`config.mk`:
```
export PLATFORM = sky130hd
export DESIGN_NAME = conv_window_sched_flat
export DESIGN_NICKNAME = d
export VERILOG_FILES = /design/src/rtl/conv_window_sched_if.sv /design/src/rtl/conv_window_sched.sv /design/src/flat_wrapper.sv
export SDC_FILE = /design/constraint.sdc
export NUM_CORES = 1
export LEC_CHECK = 0
export BUFFER_PORTS_ARGS = -buffer_cell sky130_fd_sc_hd__buf_2
export CELL_PAD_IN_SITES_DETAIL_PLACEMENT = 0
export CELL_PAD_IN_SITES_GLOBAL_PLACEMENT = 1
export CORE_ASPECT_RATIO = 0.5
export CORE_UTILIZATION = 40
export DETAILED_ROUTE_END_ITERATION = 7
export PLACE_DENSITY = 0.85
export SYNTH_ARGS = -nofsm -noshare
export SYNTH_HDL_FRONTEND = slang
export SYNTH_SLANG_ARGS = --single-unit
```
`constraint.sdc`:
```
create_clock -name clk -period 2.3 [get_ports clk]
set_input_delay 0.23 -clock clk [delete_from_list [all_inputs] [get_ports clk]]
set_output_delay 0.23 -clock clk [all_outputs]
set_load 0.05 [all_outputs]
```
`src/rtl/conv_window_sched_if.sv`:
```
// Request/result bundle between the window scheduler, the feature buffer and the output writer.
interface conv_window_sched_if #(
  parameter int unsigned DIM_W   = 8,
  parameter int unsigned OADDR_W = 16
);
  logic               start;
  logic [DIM_W-1:0]   cfg_width;
  logic [DIM_W-1:0]   cfg_height;
  logic               busy;
  logic               done;
  logic               cfg_err;
  logic               win_valid;
  logic               win_ready;
  logic [DIM_W-1:0]   win_row;
  logic [DIM_W-1:0]   win_col;
  logic               ofmap_we;
  logic [OADDR_W-1:0] ofmap_addr;

  // Scheduler side
  modport master (
    input  start, cfg_width, cfg_height, win_ready,
    output busy, done, cfg_err, win_valid, win_row, win_col, ofmap_we, ofmap_addr
  );

  // Job controller / feature buffer / writer side
  modport slave (
    output start, cfg_width, cfg_height, win_ready,
    input  busy, done, cfg_err, win_valid, win_row, win_col, ofmap_we, ofmap_addr
  );
endinterface

```
`src/rtl/conv_window_sched.sv`:
```
// Walks every valid 3x3 window of a WxH ifmap (stride 1, no padding) in raster
// order and tracks in-flight windows through the fixed-latency kernel pipeline.
// KERNEL_LAT must be at least 1.
module conv_window_sched #(
  parameter int unsigned DIM_W      = 8,
  parameter int unsigned KERNEL_LAT = 4,
  parameter int unsigned OADDR_W    = 16
) (
  input logic                 clk,
  input logic                 rst,
  conv_window_sched_if.master bus
);

  typedef enum logic [1:0] {
    S_IDLE  = 2'd0,
    S_RUN   = 2'd1,
    S_DRAIN = 2'd2,
    S_DONE  = 2'd3
  } state_t;

  state_t                state_q, state_d;
  logic [DIM_W-1:0]      ow_m1_q, oh_m1_q;
  logic [DIM_W-1:0]      row_q, col_q;
  logic [KERNEL_LAT-1:0] inflight_q, inflight_d;
  logic [OADDR_W-1:0]    addr_q;
  logic                  cfg_err_q, busy_q, done_q, win_valid_q;

  logic                  start_c, cfg_bad_c, accept_c, last_win_c;

  // Handshake decode
  always_comb begin
    start_c    = (state_q == S_IDLE) && bus.start;
    cfg_bad_c  = (bus.cfg_width < DIM_W'(3)) || (bus.cfg_height < DIM_W'(3));
    accept_c   = win_valid_q && bus.win_ready;
    last_win_c = (row_q == oh_m1_q) && (col_q == ow_m1_q);
    inflight_d = (inflight_q << 1) | KERNEL_LAT'(accept_c);
  end

  // Next-state logic
  always_comb begin
    state_d = state_q;
    case (state_q)
      S_IDLE:  if (start_c) state_d = cfg_bad_c ? S_DONE : S_RUN;
      S_RUN:   if (accept_c && last_win_c) state_d = S_DRAIN;
      // Leave once the pipeline will be empty after this edge, i.e. after the last write
      S_DRAIN: if (inflight_d == '0) state_d = S_DONE;
      S_DONE:  state_d = S_IDLE;
      default: state_d = S_IDLE;
    endcase
  end

  // State register and state-decoded status flops
  always_ff @(posedge clk) begin
    if (rst) begin
      state_q     <= S_IDLE;
      busy_q      <= 1'b0;
      done_q      <= 1'b0;
      win_valid_q <= 1'b0;
    end else begin
      state_q     <= state_d;
      busy_q      <= (state_d == S_RUN) || (state_d == S_DRAIN);
      done_q      <= (state_d == S_DONE);
      win_valid_q <= (state_d == S_RUN);
    end
  end

  // Latched config and raster window counters
  always_ff @(posedge clk) begin
    if (rst) begin
      ow_m1_q   <= '0;
      oh_m1_q   <= '0;
      row_q     <= '0;
      col_q     <= '0;
      cfg_err_q <= 1'b0;
    end else if (start_c) begin
      ow_m1_q   <= bus.cfg_width - DIM_W'(3);
      oh_m1_q   <= bus.cfg_height - DIM_W'(3);
      row_q     <= '0;
      col_q     <= '0;
      cfg_err_q <= cfg_bad_c;
    end else if (accept_c) begin
      if (col_q == ow_m1_q) begin
        col_q <= '0;
        row_q <= row_q + DIM_W'(1);
      end else begin
        col_q <= col_q + DIM_W'(1);
      end
    end
  end

  // In-flight shift register and output address; results retire in raster order
  always_ff @(posedge clk) begin
    if (rst) begin
      inflight_q <= '0;
      addr_q     <= '0;
    end else begin
      inflight_q <= inflight_d;
      if (start_c) begin
        addr_q <= '0;
      end else if (inflight_q[KERNEL_LAT-1]) begin
        addr_q <= addr_q + OADDR_W'(1);
      end
    end
  end

  assign bus.busy       = busy_q;
  assign bus.done       = done_q;
  assign bus.cfg_err    = cfg_err_q;
  assign bus.win_valid  = win_valid_q;
  assign bus.win_row    = row_q;
  assign bus.win_col    = col_q;
  assign bus.ofmap_we   = inflight_q[KERNEL_LAT-1];
  assign bus.ofmap_addr = addr_q;

endmodule

```
`src/flat_wrapper.sv`:
```
// flat-port wrapper written by rule: the top's interface ports become plain ports
module conv_window_sched_flat 
#(
  parameter int unsigned DIM_W      = 8,
  parameter int unsigned KERNEL_LAT = 4,
  parameter int unsigned OADDR_W    = 16
)
  (clk, rst, bus_start, bus_cfg_width, bus_cfg_height, bus_win_ready, bus_busy, bus_done, bus_cfg_err, bus_win_valid, bus_win_row, bus_win_col, bus_ofmap_we, bus_ofmap_addr);
  conv_window_sched_if #(.DIM_W(DIM_W), .OADDR_W(OADDR_W)) bus_i ();
  input logic clk;
  input logic rst;
  input wire logic [$bits(bus_i.start)-1:0] bus_start;
  input wire logic [$bits(bus_i.cfg_width)-1:0] bus_cfg_width;
  input wire logic [$bits(bus_i.cfg_height)-1:0] bus_cfg_height;
  input wire logic [$bits(bus_i.win_ready)-1:0] bus_win_ready;
  output wire logic [$bits(bus_i.busy)-1:0] bus_busy;
  output wire logic [$bits(bus_i.done)-1:0] bus_done;
  output wire logic [$bits(bus_i.cfg_err)-1:0] bus_cfg_err;
  output wire logic [$bits(bus_i.win_valid)-1:0] bus_win_valid;
  output wire logic [$bits(bus_i.win_row)-1:0] bus_win_row;
  output wire logic [$bits(bus_i.win_col)-1:0] bus_win_col;
  output wire logic [$bits(bus_i.ofmap_we)-1:0] bus_ofmap_we;
  output wire logic [$bits(bus_i.ofmap_addr)-1:0] bus_ofmap_addr;
  assign bus_i.start = bus_start;
  assign bus_i.cfg_width = bus_cfg_width;
  assign bus_i.cfg_height = bus_cfg_height;
  assign bus_i.win_ready = bus_win_ready;
  assign bus_busy = bus_i.busy;
  assign bus_done = bus_i.done;
  assign bus_cfg_err = bus_i.cfg_err;
  assign bus_win_valid = bus_i.win_valid;
  assign bus_win_row = bus_i.win_row;
  assign bus_win_col = bus_i.win_col;
  assign bus_ofmap_we = bus_i.ofmap_we;
  assign bus_ofmap_addr = bus_i.ofmap_addr;
  conv_window_sched #(.DIM_W(DIM_W), .KERNEL_LAT(KERNEL_LAT), .OADDR_W(OADDR_W)) u_core (.clk(clk), .rst(rst), .bus(bus_i));
endmodule
```
==> run summary <==
Status: finished, final reports clean
Flops & latches, synth: 58
DR WL/cell: 12.4 microns
Top cells by count, synth: dfxtp_1 (58), nor2_1 (46), xor2_1 (31)
Die area: 6970 sq um
WS Path Type: reg -> reg
Pre-antenna DRT Iters: 4
Clk_skew: 0.00704 ns
Detail Route Antenna Nets: 0
CP Max Fanout: 8
Total GRT Usage: 18.0%
Initial antenna violation count: 0
Max incr delay on CP: 0.50 ns
Final setup viols: 0
Initial Utilization: 42.5%
CP startpoint kind: flop
EDFF count, synth: 0
Syn Nets: 324
CP cell instances: xor2_1, nor4_2, nand3_1, buf_4, or4_1, a21oi_1
Slowest-stage cell, CP: or4_1
Share of cells above drive strength 1: 21.9%
Vias in the first global route: 2011
Achievable frequency: 514 MHz
Switch share: 23.1%
Largest net degree at the start of global routing: 30
Final min period: 1.94 ns
Maximum VDD drop: 0.000348 V
DR iter-0 viols: 104
Root buffer cell: clkbuf_16
Hold buffer count at CTS: 0
Ports: 57
Comb power frac: 8.3%
Distinct cells, synth: 34
Largest cells by area after synthesis: dfxtp_1 (44%), xor2_1 (10%), nor2_1 (6.5%)
Synth top area share: 43.8%
WP data required: 2.56 ns
Area leader, netlist: dfxtp_1
Layout area overhead: 24.6%
Final worst-path cycle share: 84.6%
Number of diodes: 0
Final Max Slew Viols: 0
Final hold violations: 0
Sum Neg Setup Slack: 0 ns
Worst path buffer plus inverter count: 1
Clock Power Share: 49.4%
Vias per cell: 5.01
Critical Path End Type: flop
Worst-case clock buffer depth: 2
Hold crit path type: in -> reg
Power, Total: 0.00252 W
First-pass GRT wire length: 9260 microns
Clock Pin Slew Worst Setup and Hold Paths: 0.05 ns
Worst skew pair latency: 0.33 ns
CTS Buf Count: 9
Syn Inst Count: 297
Routability Congestion: 0.768
Synthesized area per cell: 8.92 sq um
Most common cell in the netlist: dfxtp_1
Sink Count: 58
Fraction of registers with async set/reset: 0%
Vias: 2249
DIE WIDTH: 117 microns
Mapped cell area: 2650 sq um
Post_cts resized: 0
RSZ-0062 raised after global routing: no
H-tree depth: 3
CTS tree: built
Leak Pwr: 1.42 nW
Grt ovf: 0
Die Height: 59.6 microns
Max-slew headroom: 68.1%
Core footprint: 6230 sq um
Detailed Place HPWL: 4120 microns
P_int: 0.00194 W
CP Data Arrival Time: 2.21 ns
Postcts setup bufs: 0
Port-buffer cells: 56
Yosys warns: 0
Sequential area share after synthesis: 43.8%
Site Rows: 20
Routed Wire Length: 5590 microns
Switching power: 0.000583 W
Fillers: 558
Worst Tran Pin Value: 0.479 ns
Family with the most delay on the worst path: simple AND/OR/NAND/NOR gates
Sequential fraction of design power: 42.3%
Max Cap Violations: 0
Most used DFF post-synth: dfxtp_1
DRC violations left: 0
PD cells: 763 nW/um^2
Final net count: 383
[registers in the layout (all words and copies together), names as in the netlist]
signal	count
u_core.oh_m1_q	8
u_core.bus.cfg_err	1
u_core.bus.busy	1
u_core.bus.win_row	8
u_core.bus.done	1
u_core.bus.win_col	8
u_core.bus.win_valid	1
u_core.bus.ofmap_addr	16
u_core.ow_m1_q	8
u_core.inflight_q	4
u_core.state_q	2
[placed cells by master (no fill, tap or decap), drive strengths merged, types with 2 or more instances in the layout]
cell type	Yosys	final
nand2	19	19
xor2	31	31
a21oi	14	14
nor2	46	46
ha	7	7
inv	2	2
clkinv	0	2
clkbuf	10	14
o21ai	11	11
nand4	7	7
nor3b	2	2
or3	9	9
a211oi	10	10
o31ai	3	3
buf	1	59
or4	4	4
mux2i	6	6
nand2b	3	3
nand3	7	7
and3	4	4
nor4	5	5
dfxtp	58	58
nor2b	7	7
a311oi	3	3
xnor2	14	14
nor3	6	6
or2	2	2
[metal layers]
| metal | up-vias | GRT usage, % | part of all wire (%) |
|---|---|---|---|
| met4 | 0 | 7.59 | 1.3 |
| met5 | - | 0 | 0 |
| li1 | 1153 | - | - |
| met1 | 1048 | 22.0 | 49 |
| met2 | 41 | 28.1 | 45 |
| met3 | 7 | 7.67 | 5.1 |
[final timing paths]
| path | from | endpoint | slack [ns] | cells past startpoint |
|---|---|---|---|---|
| max reg2reg | u_core.bus.win_col[5] | u_core.bus.win_row[7] | 0.36 | 6 |
| min | bus_cfg_width[0] | u_core.ow_m1_q[0] | 0.12 | 2 |
| min reg2reg | u_core.inflight_q[0] | u_core.inflight_q[1] | 0.46 | 1 |
| max | u_core.bus.win_col[5] | u_core.bus.win_row[7] | 0.36 | 6 |
[per-stage QoR]
step	hold slack, ns	setup WS (ns)	util [%]	instances	instance area (sq um)
after global placement	0.452	0.346	48.5	433	3020
after CTS	0.117	0.362	53.0	449	3300
final	0.124	0.355	53.0	449	3300
after detailed placement	0.460	0.309	48.5	433	3020
after floorplan	0.326	0.188	-	297	2650
after global routing	0.136	0.176	53.0	449	3300
[final cells by class]
cell class | count | area, sq um | area share (%)
Clock buffer | 14 | 274 | 8.30
Clock inverter | 2 | 10.0 | 0.303
Inverter | 2 | 7.51 | 0.227
Multi-Input combinational cell | 226 | 1440 | 43.5
Sequential cell | 58 | 1160 | 35.2
Tap cell | 88 | 110 | 3.33
Timing Repair Buffer | 59 | 303 | 9.17
[power by group through the flow]
stage / sequential (W) / combinational, W / clock (W)
6_report: 0.00107 / 0.000209 / 0.00124
5_1_grt: 0.00107 / 0.000237 / 0.00132
4_1_cts: 0.00107 / 0.000211 / 0.00127
3_5_place_dp: 0.00109 / 0.000210 / 0
3_3_place_gp: 0.00109 / 0.000205 / 0
2_1_floorplan: 0.00110 / 0.000137 / 0
[cell families after synthesis]
| kind of cell | Yosys count | synth area share (%) |
|---|---|---|
| AND/OR/NAND/NOR | 125 | 23.6 |
| multiplexers | 6 | 2.27 |
| AO/OA/AOI/OAI | 43 | 10.0 |
| XOR/XNOR | 45 | 14.9 |
| flip-flops | 58 | 43.8 |
| buffers and inverters | 13 | 2.12 |
| adder cells (fa/ha/maj) | 7 | 3.30 |
Note: power is estimated with default switching activity, not from simulation.
